File: config.mk
export PLATFORM = sky130hd
export DESIGN_NAME = mem_access_sequencer_flat
export DESIGN_NICKNAME = d
export VERILOG_FILES = /design/src/rtl/mem_seq_pkg.sv /design/src/rtl/mem_access_sequencer_if.sv /design/src/rtl/byte_lane_unit.sv /design/src/rtl/mem_access_sequencer.sv /design/src/flat_wrapper.sv
export SDC_FILE = /design/constraint.sdc
export NUM_CORES = 1
export LEC_CHECK = 0
export ABC_AREA = 1
export BUFFER_PORTS_ARGS = -buffer_cell sky130_fd_sc_hd__buf_4
export CORE_MARGIN = 2
export CORE_UTILIZATION = 35
export CTS_BUF_LIST = sky130_fd_sc_hd__clkbuf_8
export CTS_CLUSTER_SIZE = 25
export DETAILED_ROUTE_END_ITERATION = 16
export PLACE_DENSITY = 0.59
export SLEW_MARGIN = 25
export SYNTH_ARGS = -nofsm -noshare
export SYNTH_HDL_FRONTEND = slang
export SYNTH_SLANG_ARGS = --single-unit
File: constraint.sdc
create_clock -name clk -period 2.52 [get_ports clk]
set_input_delay 0.252 -clock clk [delete_from_list [all_inputs] [get_ports clk]]
set_output_delay 0.252 -clock clk [all_outputs]
set_load 0.02 [all_outputs]
File: src/rtl/mem_seq_pkg.sv
// rtl/mem_seq_pkg.sv - shared encodings, state enum and defaults for the memory access sequencer
package mem_seq_pkg;

    localparam logic [1:0] SZ_WORD = 2'b00;
    localparam logic [1:0] SZ_HALF = 2'b01;
    localparam logic [1:0] SZ_BYTE = 2'b10;

    localparam int DEF_MEM_LATENCY = 3;

    typedef enum logic [2:0] {
        ST_IDLE,
        ST_RD_WAIT,
        ST_WR,
        ST_WR_WAIT,
        ST_RSP,
        ST_ERR
    } state_t;

    // Reserved size 2'b11 is folded into the misalign path.
    function automatic logic is_misaligned(input logic [1:0] size, input logic [1:0] addr_lo);
        case (size)
            SZ_WORD: return addr_lo != 2'b00;
            SZ_HALF: return addr_lo[0];
            SZ_BYTE: return 1'b0;
            default: return 1'b1;
        endcase
    endfunction

endpackage

File: src/rtl/mem_access_sequencer_if.sv
// rtl/mem_access_sequencer_if.sv - request, memory and response signals of the sequencer
interface mem_access_sequencer_if #(
    parameter int ADDR_W = 32
);
    logic              req_valid;
    logic              req_ready;
    logic              req_write;
    logic [1:0]        req_size;
    logic              req_signed;
    logic [ADDR_W-1:0] req_addr;
    logic [31:0]       req_wdata;

    logic [ADDR_W-1:0] mem_addr;
    logic              mem_wr;
    logic [31:0]       mem_wdata;
    logic [31:0]       mem_rdata;

    logic              rsp_valid;
    logic [31:0]       rsp_rdata;
    logic              rsp_misalign;

    modport slave (
        input  req_valid, req_write, req_size, req_signed, req_addr, req_wdata, mem_rdata,
        output req_ready, mem_addr, mem_wr, mem_wdata, rsp_valid, rsp_rdata, rsp_misalign
    );

    modport master (
        output req_valid, req_write, req_size, req_signed, req_addr, req_wdata, mem_rdata,
        input  req_ready, mem_addr, mem_wr, mem_wdata, rsp_valid, rsp_rdata, rsp_misalign
    );

endinterface

File: src/rtl/byte_lane_unit.sv
// rtl/byte_lane_unit.sv - little-endian lane extract/extend for loads and lane merge for stores
module byte_lane_unit
    import mem_seq_pkg::*;
(
    input  logic [1:0]  size,
    input  logic [1:0]  addr_lo,
    input  logic        is_signed,
    input  logic [31:0] rdata,
    input  logic [31:0] wdata,
    output logic [31:0] load_data,
    output logic [31:0] merged
);

    logic [15:0] lane_h;
    logic [7:0]  lane_b;

    always_comb begin
        load_data = rdata;
        merged    = wdata;
        lane_h    = addr_lo[1] ? rdata[31:16] : rdata[15:0];
        lane_b    = rdata[{addr_lo, 3'b000} +: 8];
        case (size)
            SZ_HALF: begin
                load_data = {{16{is_signed & lane_h[15]}}, lane_h};
                merged    = rdata;
                if (addr_lo[1]) merged[31:16] = wdata[15:0];
                else            merged[15:0]  = wdata[15:0];
            end
            SZ_BYTE: begin
                load_data = {{24{is_signed & lane_b[7]}}, lane_b};
                merged    = rdata;
                merged[{addr_lo, 3'b000} +: 8] = wdata[7:0];
            end
            default: ;
        endcase
    end

endmodule

File: src/rtl/mem_access_sequencer.sv
// rtl/mem_access_sequencer.sv - one-at-a-time load/store sequencer with latency wait, RMW and misalign reject
module mem_access_sequencer
    import mem_seq_pkg::*;
#(
    parameter int ADDR_W      = 32,
    parameter int MEM_LATENCY = DEF_MEM_LATENCY
) (
    input  logic                    clk,
    input  logic                    reset,
    mem_access_sequencer_if.slave   bus
);

    localparam int               CNT_W    = $clog2(MEM_LATENCY + 1);
    localparam logic [CNT_W-1:0] CNT_LAST = CNT_W'(MEM_LATENCY - 1);

    state_t            state;
    logic [CNT_W-1:0]  cnt;
    logic              wr_q;
    logic [1:0]        size_q;
    logic              signed_q;
    logic [1:0]        addr_lo_q;
    logic [31:0]       wdata_q;
    logic [31:0]       lane_load;
    logic [31:0]       lane_merged;

    byte_lane_unit u_lane (
        .size      (size_q),
        .addr_lo   (addr_lo_q),
        .is_signed (signed_q),
        .rdata     (bus.mem_rdata),
        .wdata     (wdata_q),
        .load_data (lane_load),
        .merged    (lane_merged)
    );

    always_ff @(posedge clk or negedge reset) begin
        if (!reset) begin
            state            <= ST_IDLE;
            cnt              <= '0;
            wr_q             <= 1'b0;
            size_q           <= SZ_WORD;
            signed_q         <= 1'b0;
            addr_lo_q        <= 2'b00;
            wdata_q          <= '0;
            bus.req_ready    <= 1'b1;
            bus.mem_addr     <= '0;
            bus.mem_wr       <= 1'b0;
            bus.mem_wdata    <= '0;
            bus.rsp_valid    <= 1'b0;
            bus.rsp_rdata    <= '0;
            bus.rsp_misalign <= 1'b0;
        end else begin
            bus.mem_wr       <= 1'b0;
            bus.rsp_valid    <= 1'b0;
            bus.rsp_rdata    <= '0;
            bus.rsp_misalign <= 1'b0;
            case (state)
                ST_IDLE: begin
                    if (bus.req_valid) begin
                        wr_q          <= bus.req_write;
                        size_q        <= bus.req_size;
                        signed_q      <= bus.req_signed;
                        addr_lo_q     <= bus.req_addr[1:0];
                        wdata_q       <= bus.req_wdata;
                        bus.req_ready <= 1'b0;
                        if (is_misaligned(bus.req_size, bus.req_addr[1:0])) begin
                            state            <= ST_ERR;
                            bus.rsp_valid    <= 1'b1;
                            bus.rsp_misalign <= 1'b1;
                        end else begin
                            bus.mem_addr <= {bus.req_addr[ADDR_W-1:2], 2'b00};
                            cnt          <= '0;
                            // Full-word stores skip the read phase entirely.
                            if (bus.req_write && bus.req_size == SZ_WORD) begin
                                state         <= ST_WR;
                                bus.mem_wr    <= 1'b1;
                                bus.mem_wdata <= bus.req_wdata;
                            end else begin
                                state <= ST_RD_WAIT;
                            end
                        end
                    end
                end
                ST_RD_WAIT: begin
                    if (cnt == CNT_LAST) begin
                        cnt <= '0;
                        if (wr_q) begin
                            state         <= ST_WR;
                            bus.mem_wr    <= 1'b1;
                            bus.mem_wdata <= lane_merged;
                        end else begin
                            state         <= ST_RSP;
                            bus.rsp_valid <= 1'b1;
                            bus.rsp_rdata <= lane_load;
                        end
                    end else begin
                        cnt <= cnt + 1'b1;
                    end
                end
                ST_WR: begin
                    state <= ST_WR_WAIT;
                    cnt   <= '0;
                end
                ST_WR_WAIT: begin
                    if (cnt == CNT_LAST) begin
                        state         <= ST_RSP;
                        bus.rsp_valid <= 1'b1;
                    end else begin
                        cnt <= cnt + 1'b1;
                    end
                end
                default: begin
                    state         <= ST_IDLE;
                    bus.req_ready <= 1'b1;
                end
            endcase
        end
    end

endmodule

File: src/flat_wrapper.sv
// flat-port wrapper written by rule: the top's interface ports become plain ports
module mem_access_sequencer_flat import mem_seq_pkg::*;
#(
    parameter int ADDR_W      = 32,
    parameter int MEM_LATENCY = DEF_MEM_LATENCY
)
  (clk, reset, bus_req_valid, bus_req_write, bus_req_size, bus_req_signed, bus_req_addr, bus_req_wdata, bus_mem_rdata, bus_req_ready, bus_mem_addr, bus_mem_wr, bus_mem_wdata, bus_rsp_valid, bus_rsp_rdata, bus_rsp_misalign);
  mem_access_sequencer_if #(.ADDR_W(ADDR_W)) bus_i ();
  input  logic clk;
  input  logic reset;
  input wire logic [$bits(bus_i.req_valid)-1:0] bus_req_valid;
  input wire logic [$bits(bus_i.req_write)-1:0] bus_req_write;
  input wire logic [$bits(bus_i.req_size)-1:0] bus_req_size;
  input wire logic [$bits(bus_i.req_signed)-1:0] bus_req_signed;
  input wire logic [$bits(bus_i.req_addr)-1:0] bus_req_addr;
  input wire logic [$bits(bus_i.req_wdata)-1:0] bus_req_wdata;
  input wire logic [$bits(bus_i.mem_rdata)-1:0] bus_mem_rdata;
  output wire logic [$bits(bus_i.req_ready)-1:0] bus_req_ready;
  output wire logic [$bits(bus_i.mem_addr)-1:0] bus_mem_addr;
  output wire logic [$bits(bus_i.mem_wr)-1:0] bus_mem_wr;
  output wire logic [$bits(bus_i.mem_wdata)-1:0] bus_mem_wdata;
  output wire logic [$bits(bus_i.rsp_valid)-1:0] bus_rsp_valid;
  output wire logic [$bits(bus_i.rsp_rdata)-1:0] bus_rsp_rdata;
  output wire logic [$bits(bus_i.rsp_misalign)-1:0] bus_rsp_misalign;
  assign bus_i.req_valid = bus_req_valid;
  assign bus_i.req_write = bus_req_write;
  assign bus_i.req_size = bus_req_size;
  assign bus_i.req_signed = bus_req_signed;
  assign bus_i.req_addr = bus_req_addr;
  assign bus_i.req_wdata = bus_req_wdata;
  assign bus_i.mem_rdata = bus_mem_rdata;
  assign bus_req_ready = bus_i.req_ready;
  assign bus_mem_addr = bus_i.mem_addr;
  assign bus_mem_wr = bus_i.mem_wr;
  assign bus_mem_wdata = bus_i.mem_wdata;
  assign bus_rsp_valid = bus_i.rsp_valid;
  assign bus_rsp_rdata = bus_i.rsp_rdata;
  assign bus_rsp_misalign = bus_i.rsp_misalign;
  mem_access_sequencer #(.ADDR_W(ADDR_W), .MEM_LATENCY(MEM_LATENCY)) u_core (.clk(clk), .reset(reset), .bus(bus_i));
endmodule
==> PnR_summary.wiki, run 1 <==
{| class="wikitable"
! Metric !! Value
|-
| RSZ-0062 raised after global routing || false
|-
| Maximum achievable frequency || 495 MHz
|-
| Largest cells by area after synthesis || sky130_fd_sc_hd__dfrtp_1 (44%), sky130_fd_sc_hd__nand2_1 (19%), sky130_fd_sc_hd__nor2_1 (7.0%), sky130_fd_sc_hd__o21ai_0 (6.0%), sky130_fd_sc_hd__inv_1 (5.4%)
|-
| Most numerous cell in the Yosys netlist || sky130_fd_sc_hd__nand2_1
|-
| Final antenna-violating net count || 0
|-
| Status || finished, final reports clean
|-
| Largest fanout of any net on the critical path || 20
|-
| Number of clock sinks || 141
|-
| Setup TNS || 0 ns
|-
| Post-synthesis cell area || 8010 um^2
|-
| Largest net degree at the start of global routing || 50
|-
| Cell taking the most area after synthesis || sky130_fd_sc_hd__dfrtp_1
|-
| Total via count after detailed routing || 8210
|-
| Filler cell count in the final layout || 2289
|-
| Avg WL per Cell || 15.7 um
|-
| Clock-pin slew reported for the worst setup and hold paths after clock tree synthesis || 0.10 ns
|-
| Yosys warning total || 0
|-
| Final Util || 46.9%
|-
| Clk_skew || 0.0174 ns
|-
| Most frequent cells after synthesis || sky130_fd_sc_hd__nand2_1 (411), sky130_fd_sc_hd__nor2_1 (150), sky130_fd_sc_hd__dfrtp_1 (140), sky130_fd_sc_hd__inv_1 (116), sky130_fd_sc_hd__o21ai_0 (96)
|-
| Die Ht || 155 um
|-
| Total of cells resized after clock tree synthesis || 0
|-
| Number of enable flip-flop cells after synthesis || 0
|-
| X dimension of the die || 155 um
|-
| Via count of the first global-routing pass || 7839
|-
| Synth cell types || 32
|-
| Number of I/O port buffers || 200
|-
| Via density per instance || 4.86
|-
| First-pass GRT wire length || 42000 um
|-
| Placeable core area || 22600 um^2
|-
| Drt first-iter violations || 551
|-
| Startpoint type of the worst setup path || flip-flop
|-
| Least-Margin Pin Slew || 0.518 ns
|-
| Overflow left after global routing || 0
|-
| CTS H-tree lvls || 4
|-
| Final Slew Violations || 0
|-
| Count of unresolved DRC violations after routing || 0
|-
| Ports || 203
|-
| Clock Tree Buf Depth || 2
|-
| Post-CTS Setup Bufs || 0
|-
| Worst rel slew slack || 65.3%
|-
| Detailed Place HPWL || 19400 um
|-
| Global Route Usage Sum || 22.1%
|-
| Worst endpoint data arrival time || 2.37 ns
|-
| Count of nets after finishing || 1503
|-
| Final worst path period share || 80.2%
|-
| Power density over the cells || 1260 nW/um^2
|-
| Sequential share of the synthesized area || 44.1%
|-
| Cell at the root of the clock tree || sky130_fd_sc_hd__clkbuf_8
|-
| Class of the tightest hold or removal check || input pin to flip-flop
|-
| Number of core rows || 55
|-
| Final critical-path required period || 2.02 ns
|-
| Max Cap Viol || 0
|-
| Share of final-layout standard cells stronger than drive strength 1 || 20.6%
|-
| Critical path class || flip-flop to flip-flop
|-
| Final Hold Violating Endpoints || 0
|-
| Weighted congestion at the end of routability-driven global placement || 0.952
|-
| Flip-flop cell with the highest count after synthesis || sky130_fd_sc_hd__dfrtp_1
|-
| CTS buffer count || 17
|-
| Average footprint of a synthesized cell || 6.87 um^2
|-
| Cell count after synthesis || 1166
|-
| Footprint of the multi-input gates || 3660 um^2
|-
| CTS tree || done
|-
| Die area || 24100 um^2
|-
| Wirelength, routed || 26500 um
|-
| Leakage dissipation || 5.71 nW
|-
| Post-synthesis sequential element count || 141
|-
| Starting density of the core || 35.5%
|-
| Antenna violations before repair || 0
|-
| Share of flip-flops with an asynchronous set or reset after synthesis || 100%
|-
| Proportion of netlist area held by the largest area contributor || 43.7%
|-
| Antenna cells || 0
|-
| Storage element area || 3530 um^2
|-
| IR drop worst, VDD || 0.718 mV
|-
| Clock latency on the worst-skew pair || 0.47 ns
|-
| Area growth from synthesis to layout || 32.1%
|-
| Worst Path Required || 2.87 ns
|-
| Initial DRT Pass Iterations || 5
|-
| Kind of end point of the critical path || flip-flop
|-
| Endpoints failing setup || 0
|}
==> timing repair <==
| action | 4_1_cts | 5_1_grt |
|---|---|---|
| endpoints found under the setup margin | 0 | 0 |
| hold buffers | 43 | 0 |
| endpoints found under the hold margin | 84 | 0 |
==> registers in the layout, indices dropped and copies added, names as in the netlist <==
register                 cells
u_core.bus.mem_wdata        32
u_core.bus.rsp_rdata        32
u_core.wdata_q              32
u_core.bus.mem_addr         30
u_core.state                 3
u_core.addr_lo_q             2
u_core.cnt                   2
u_core.size_q                2
u_core.bus.mem_wr            1
u_core.bus.req_ready         1
u_core.bus.rsp_misalign      1
u_core.bus.rsp_valid         1
u_core.signed_q              1
u_core.wr_q                  1
==> where the power goes <==
part	total, mW	internal (mW)	switching, mW
Combinational	7.72	2.66	5.06
Sequential	3.68	3.11	0.565
Clock	1.92	0.836	1.08
Total	13.3	6.61	6.71
==> worst max-delay path: stages, from the launching register on <==
cell and delay, ns:
sky130_fd_sc_hd__dfrtp_1 0.40, sky130_fd_sc_hd__inv_2 0.25, sky130_fd_sc_hd__ha_1 0.41, sky130_fd_sc_hd__inv_1 0.31, sky130_fd_sc_hd__nand4_1 0.15, sky130_fd_sc_hd__nand2_1 0.06
sky130_fd_sc_hd__nand2_1 0.07, sky130_fd_sc_hd__nand2_1 0.07, sky130_fd_sc_hd__nand2_1 0.11, sky130_fd_sc_hd__a21oi_2 0.06
==> stage by stage <==
stage	power [mW]	instances	cell area, um^2	hold slack [ns]	setup WS [ns]
floorplan	8.79	1167	8020	-0.0436	0.558
detailed placement	11.4	1613	9760	0.220	0.537
global route	14.5	1688	10600	0.0135	0.285
CTS	13.4	1688	10600	0.00176	0.488
finish	13.3	1688	10600	0.0176	0.499
global placement	11.3	1613	9760	0.218	0.579
==> routing by layer <==
layer	wire length, um	share of wire (%)	up-vias	GRT usage [%]
li1	-	-	4073	-
met1	11700	44	3773	30.0
met2	12000	45	338	35.2
met3	2340	8.8	26	6.02
met4	452	1.7	0	5.02
met5	0	0	-	0
==> cell type report <==
type                            count  area share (%)
Tap cell                          285            3.37
Timing Repair Buffer              272            20.5
Multi-Input combinational cell    833            34.6
Clock inverter                     15            1.55
Clock buffer                       17            2.21
Sequential cell                   141            33.3
Inverter                          125            4.46
==> worst paths after layout <==
kind | from | to | slack (ns) | cells past startpoint
setup / recovery | u_core.addr_lo_q[0] | u_core.bus.mem_wdata[26] | 0.50 | 9
min in group asynchronous | reset | u_core.bus.mem_addr[11] | 0.28 | 2
hold / removal | bus_req_wdata[15] | u_core.wdata_q[15] | 0.02 | 3
hold reg to reg | u_core.bus.req_ready | u_core.bus.req_ready | 0.48 | 2
setup reg to reg | u_core.addr_lo_q[0] | u_core.bus.mem_wdata[26] | 0.50 | 9
max in group asynchronous | reset | u_core.bus.req_ready | 1.49 | 3
==> logic make-up after synthesis <==
kind of cell               synth area share (%)
DFF                                        44.1
adders and majority gates                  1.56
other                                    0.0468
buffers and inverters                      10.3
and+or+nand+nor                            30.5
AOI/OAI and AO/OA                          13.5
==> cell usage in the layout (no fill, tap or decap), types with 10 or more instances in the layout <==
| master | instances |
|---|---|
| sky130_fd_sc_hd__nand2_1 | 411 |
| sky130_fd_sc_hd__buf_4 | 227 |
| sky130_fd_sc_hd__nor2_1 | 150 |
| sky130_fd_sc_hd__dfrtp_1 | 140 |
| sky130_fd_sc_hd__inv_1 | 116 |
| sky130_fd_sc_hd__o21ai_0 | 96 |
| sky130_fd_sc_hd__a21oi_1 | 72 |
| sky130_fd_sc_hd__dlygate4sd3_1 | 43 |
| sky130_fd_sc_hd__nand3_1 | 27 |
| sky130_fd_sc_hd__nand4_1 | 19 |
| sky130_fd_sc_hd__clkbuf_8 | 17 |
| sky130_fd_sc_hd__o22ai_1 | 15 |
| sky130_fd_sc_hd__ha_1 | 10 |
Note: power is estimated with default switching activity, not from simulation.
==> run 2: changes to the inputs <==
--- a/config.mk
+++ b/config.mk
@@ -5,7 +5,7 @@
 export SDC_FILE = /design/constraint.sdc
 export NUM_CORES = 1
 export LEC_CHECK = 0
-export ABC_AREA = 1
+export ABC_AREA = 0
 export BUFFER_PORTS_ARGS = -buffer_cell sky130_fd_sc_hd__buf_4
 export CORE_MARGIN = 2
 export CORE_UTILIZATION = 35
==> constraint.sdc (replaced) <==
create_clock -name clk -period 2.11 [get_ports clk]
set_input_delay 0.211 -clock clk [delete_from_list [all_inputs] [get_ports clk]]
set_output_delay 0.211 -clock clk [all_outputs]
set_load 0.02 [all_outputs]
==> run 2 against run 1 <==
Core utilization up 4.0 points. Synthesized cell count shrank 43%. Via count decreased by 21%. Sequential power increased by 23%. Critical endpoint is now u_core.bus.mem_wdata[23]. Highest routed layer unchanged.
==> PnR_summary.wiki, run 2 <==
{| class="wikitable"
! Metric !! Value
|-
| Status || finished, final reports clean
|-
| Drt first-iter violations || 442 (-20%)
|-
| Total via count after detailed routing || 6493 (-21%)
|-
| Proportion of netlist area held by the largest area contributor || 49.0% (+5.3 points)
|-
| Kind of end point of the critical path || flip-flop
|-
| Global Route Usage Sum || 21.9% (-0.21 points)
|-
| Sequential share of the synthesized area || 49.4% (+5.3 points)
|-
| Top Registers || u_core.bus.mem_wdata (32), u_core.bus.rsp_rdata (32), u_core.wdata_q (32)
|-
| CTS tree || done
|-
| Placeable core area || 20100 um^2 (-11%)
|-
| Yosys warning total || 0 (unchanged)
|-
| Final Util || 50.9% (+4.0 points)
|-
| Worst Path Required || 2.43 ns (-0.44 ns)
|-
| Stage delay of the slowest cell on the critical path || 0.40 ns (about the same)
|-
| Worst rel slew slack || 66.2% (+0.89 points)
|-
| Antenna violations before repair || 0 (unchanged)
|-
| Overflow left after global routing || 0 (unchanged)
|-
| Least-Margin Pin Slew || 0.508 ns (-0.00983 ns)
|-
| Critical path class || flip-flop to flip-flop
|-
| Die Ht || 147 um (-5.4%)
|-
| Via count of the first global-routing pass || 6564 (-16%)
|-
| Filler cell count in the final layout || 1900 (-17%)
|-
| Footprint of the multi-input gates || 3210 um^2 (-12%)
|-
| Post-synthesis sequential element count || 141 (unchanged)
|-
| Average footprint of a synthesized cell || 10.7 um^2 (+55%)
|-
| Final Hold Violating Endpoints || 0 (unchanged)
|-
| First-pass GRT wire length || 36800 um (-12%)
|-
| Wirelength, routed || 23400 um (-12%)
|-
| Largest fanout of any net on the critical path || 26 (+30%)
|-
| X dimension of the die || 147 um (-5.4%)
|-
| Number of core rows || 52 (-5.5%)
|-
| Share of flip-flops with an asynchronous set or reset after synthesis || 100% (unchanged)
|-
| Die area || 21600 um^2 (-11%)
|-
| Most numerous cell in the Yosys netlist || sky130_fd_sc_hd__dfrtp_1
|-
| CTS H-tree lvls || 4 (unchanged)
|-
| Startpoint type of the worst setup path || flip-flop
|-
| Synth cell types || 48 (+50%)
|-
| Class of the tightest hold or removal check || input pin to flip-flop
|-
| M1 GR Usage || 29.0% (-0.98 points)
|-
| Final antenna-violating net count || 0 (unchanged)
|-
| Post-CTS Setup Bufs || 0 (unchanged)
|-
| Leakage dissipation || 4.63 nW (-19%)
|-
| Endpoints failing setup || 0 (unchanged)
|-
| Share of final-layout standard cells stronger than drive strength 1 || 37.4% (+17 points)
|-
| Crit-path cells || buf_12 > buf_4 > mux2_2 > a221oi_1 > a221o_1 > a31oi_1
|-
| IR drop worst, VDD || 0.629 mV (-12%)
|-
| Area growth from synthesis to layout || 43.2%
|-
| Worst endpoint data arrival time || 2.31 ns (-0.06 ns)
|-
| Placement-stage worst setup slack || 0.0576 ns (-0.479 ns)
|-
| Flip-flop cell with the highest count after synthesis || sky130_fd_sc_hd__dfrtp_1
|-
| Cell at the root of the clock tree || sky130_fd_sc_hd__clkbuf_8
|-
| Clock latency on the worst-skew pair || 0.46 ns (about the same)
|-
| RSZ-0062 raised after global routing || true
|-
| Clk_skew || 0.0179 ns (+0.000522 ns)
|-
| Most frequent cells after synthesis || sky130_fd_sc_hd__dfrtp_1 (140), sky130_fd_sc_hd__mux2_2 (74), sky130_fd_sc_hd__nand2_1 (52), sky130_fd_sc_hd__nor3_1 (43), sky130_fd_sc_hd__inv_1 (37)
|-
| Post-synthesis cell area || 7150 um^2 (-11%)
|-
| Weighted congestion at the end of routability-driven global placement || 0.859 (-9.8%)
|-
| Ports || 203 (unchanged)
|-
| Cell taking the most area after synthesis || sky130_fd_sc_hd__dfrtp_1
|-
| Most frequent cells in the layout || sky130_fd_sc_hd__buf_4 (229), sky130_fd_sc_hd__dfrtp_1 (140), sky130_fd_sc_hd__dlygate4sd3_1 (79)
|-
| Storage element area || 3530 um^2 (unchanged)
|-
| Initial DRT Pass Iterations || 6 (+1)
|-
| Via density per instance || 5.30 (+9.1%)
|-
| Antenna cells || 0 (unchanged)
|-
| Largest net degree at the start of global routing || 60 (+20%)
|-
| Global-route met3 utilization || 4.60% (-1.4 points)
|-
| Largest cells by area after synthesis || sky130_fd_sc_hd__dfrtp_1 (49%), sky130_fd_sc_hd__mux2_2 (12%), sky130_fd_sc_hd__a221o_1 (3.5%), sky130_fd_sc_hd__nor3_1 (3.0%), sky130_fd_sc_hd__nand2_1 (2.7%)
|-
| Count of buffer and inverter cells on the critical path || 2 (unchanged)
|-
| Clock-pin slew reported for the worst setup and hold paths after clock tree synthesis || 0.09 ns (about the same)
|-
| Detailed Place HPWL || 16600 um (-15%)
|-
| Number of enable flip-flop cells after synthesis || 0 (unchanged)
|-
| Final setup margin || 0.127 ns (-0.372 ns)
|-
| Family with the most delay on the worst path || compound AO/OA/AOI/OAI gates
|-
| GRT Max-Usage Layer || met2
|-
| Avg WL per Cell || 19.1 um (+22%)
|-
| Slowest CP cell || sky130_fd_sc_hd__dfrtp_1
|-
| Maximum achievable frequency || 504 MHz (+1.9%)
|-
| Number of I/O port buffers || 200 (unchanged)
|-
| Number of clock sinks || 141 (unchanged)
|-
| Final critical-path required period || 1.98 ns (-0.0382 ns)
|-
| M2 GR Usage || 36.4% (+1.2 points)
|-
| Starting density of the core || 35.5% (+0.049 points)
|-
| CTS buffer count || 17 (unchanged)
|-
| Power density over the cells || 1460 nW/um^2 (+16%)
|-
| Count of nets after finishing || 1054 (-30%)
|-
| Max Cap Viol || 0 (unchanged)
|-
| Leading cell type in the layout, fill and taps excluded || sky130_fd_sc_hd__buf_4
|-
| Cell count after synthesis || 670 (-43%)
|-
| Final worst path period share || 94.0% (+14 points)
|-
| Final Slew Violations || 0 (unchanged)
|-
| Clock Tree Buf Depth || 2 (unchanged)
|-
| Count of unresolved DRC violations after routing || 0 (unchanged)
|}
-- run 2: changes by cell type in the layout (fill, tap and decap cells not counted), moves of 47 or more --
| cell | delta |
|---|---|
| sky130_fd_sc_hd__inv_1 | -80 |
| sky130_fd_sc_hd__nand2_1 | -359 |
| sky130_fd_sc_hd__mux2_2 | +74 |
| sky130_fd_sc_hd__a21oi_1 | -47 |
| sky130_fd_sc_hd__nor2_1 | -141 |
| sky130_fd_sc_hd__o21ai_0 | -76 |
-- run 2: layout make-up --
cell class / instances / area share, %
Multi-Input combinational cell: 428 / 31.4
Clock inverter: 15 / 1.64
Timing Repair Buffer: 313 / 25.4
Clock buffer: 17 / 2.29
Tap cell: 270 / 3.30
Sequential cell: 141 / 34.5
Inverter: 40 / 1.49
-- run 2: repair_timing --
action	4_1_cts	5_1_grt
resized for setup	0	6
setup endpoints to repair	0	25
endpoints found under the hold margin	143	0
hold buffers	79	0
-- run 2: kinds of logic (layout without fill, tap and decap cells) --
| kind of cell | after synthesis | in the layout | share of synthesized area, % |
|---|---|---|---|
| multiplexers | 84 | 84 | 13.2 |
| AO/OA/AOI/OAI | 190 | 190 | 19.5 |
| flip-flops | 141 | 141 | 49.4 |
| buffers and inverters | 102 | 385 | 6.18 |
| AND/OR/NAND/NOR | 142 | 142 | 9.91 |
| adder cells (fa/ha/maj) | 10 | 10 | 1.75 |
| other | 1 | 2 | 0.0525 |
-- run 2: worst register-to-register path: cells and delay by family (launching register included) --
| family | cells | cell delay [ns] |
|---|---|---|
| DFF | 1 | 0.40 |
| buffers and inverters | 2 | 0.47 |
| muxes | 1 | 0.35 |
| AOI/OAI and AO/OA | 3 | 0.64 |
-- run 2: power by group --
| part | switching, mW | internal, mW |
|---|---|---|
| Combinational | 4.51 | 3.64 |
| Sequential | 0.751 | 3.78 |
| Clock | 1.23 | 0.994 |
-- run 2: path summary, 6_finish.rpt --
check,from,end,slack [ns],depth (start not counted)
max,u_core.addr_lo_q[1],u_core.bus.mem_wdata[23],0.13,6
max in group asynchronous,reset,u_core.bus.req_ready,1.15,3
min,bus_mem_rdata[23],u_core.bus.rsp_rdata[23],0.04,3
min in group asynchronous,reset,u_core.bus.rsp_rdata[12],0.27,2
max reg2reg,u_core.addr_lo_q[1],u_core.bus.mem_wdata[23],0.13,6
min reg2reg,u_core.bus.mem_wdata[4],u_core.bus.mem_wdata[4],0.50,1
-- run 2: routing by layer --
metal / vias to the layer above / share of wire (%)
met5: - / 0
met4: 0 / 1.5
met3: 27 / 5.6
met2: 231 / 49
met1: 3199 / 43
li1: 3036 / -
-- run 2: stage by stage --
stage | total power, mW | cells | TNS (ns) | hold slack (ns) | instance area, um^2
2_1_floorplan | 9.64 | 671 | 0 | -0.0846 | 7180
5_1_grt | 15.9 | 1224 | -0.0127 | 0.0140 | 10200
3_5_place_dp | 12.5 | 1113 | 0 | 0.203 | 9020
6_report | 14.9 | 1224 | 0 | 0.0361 | 10200
3_3_place_gp | 12.4 | 1113 | 0 | 0.204 | 9020
4_1_cts | 14.9 | 1224 | 0 | 0.00359 | 10200
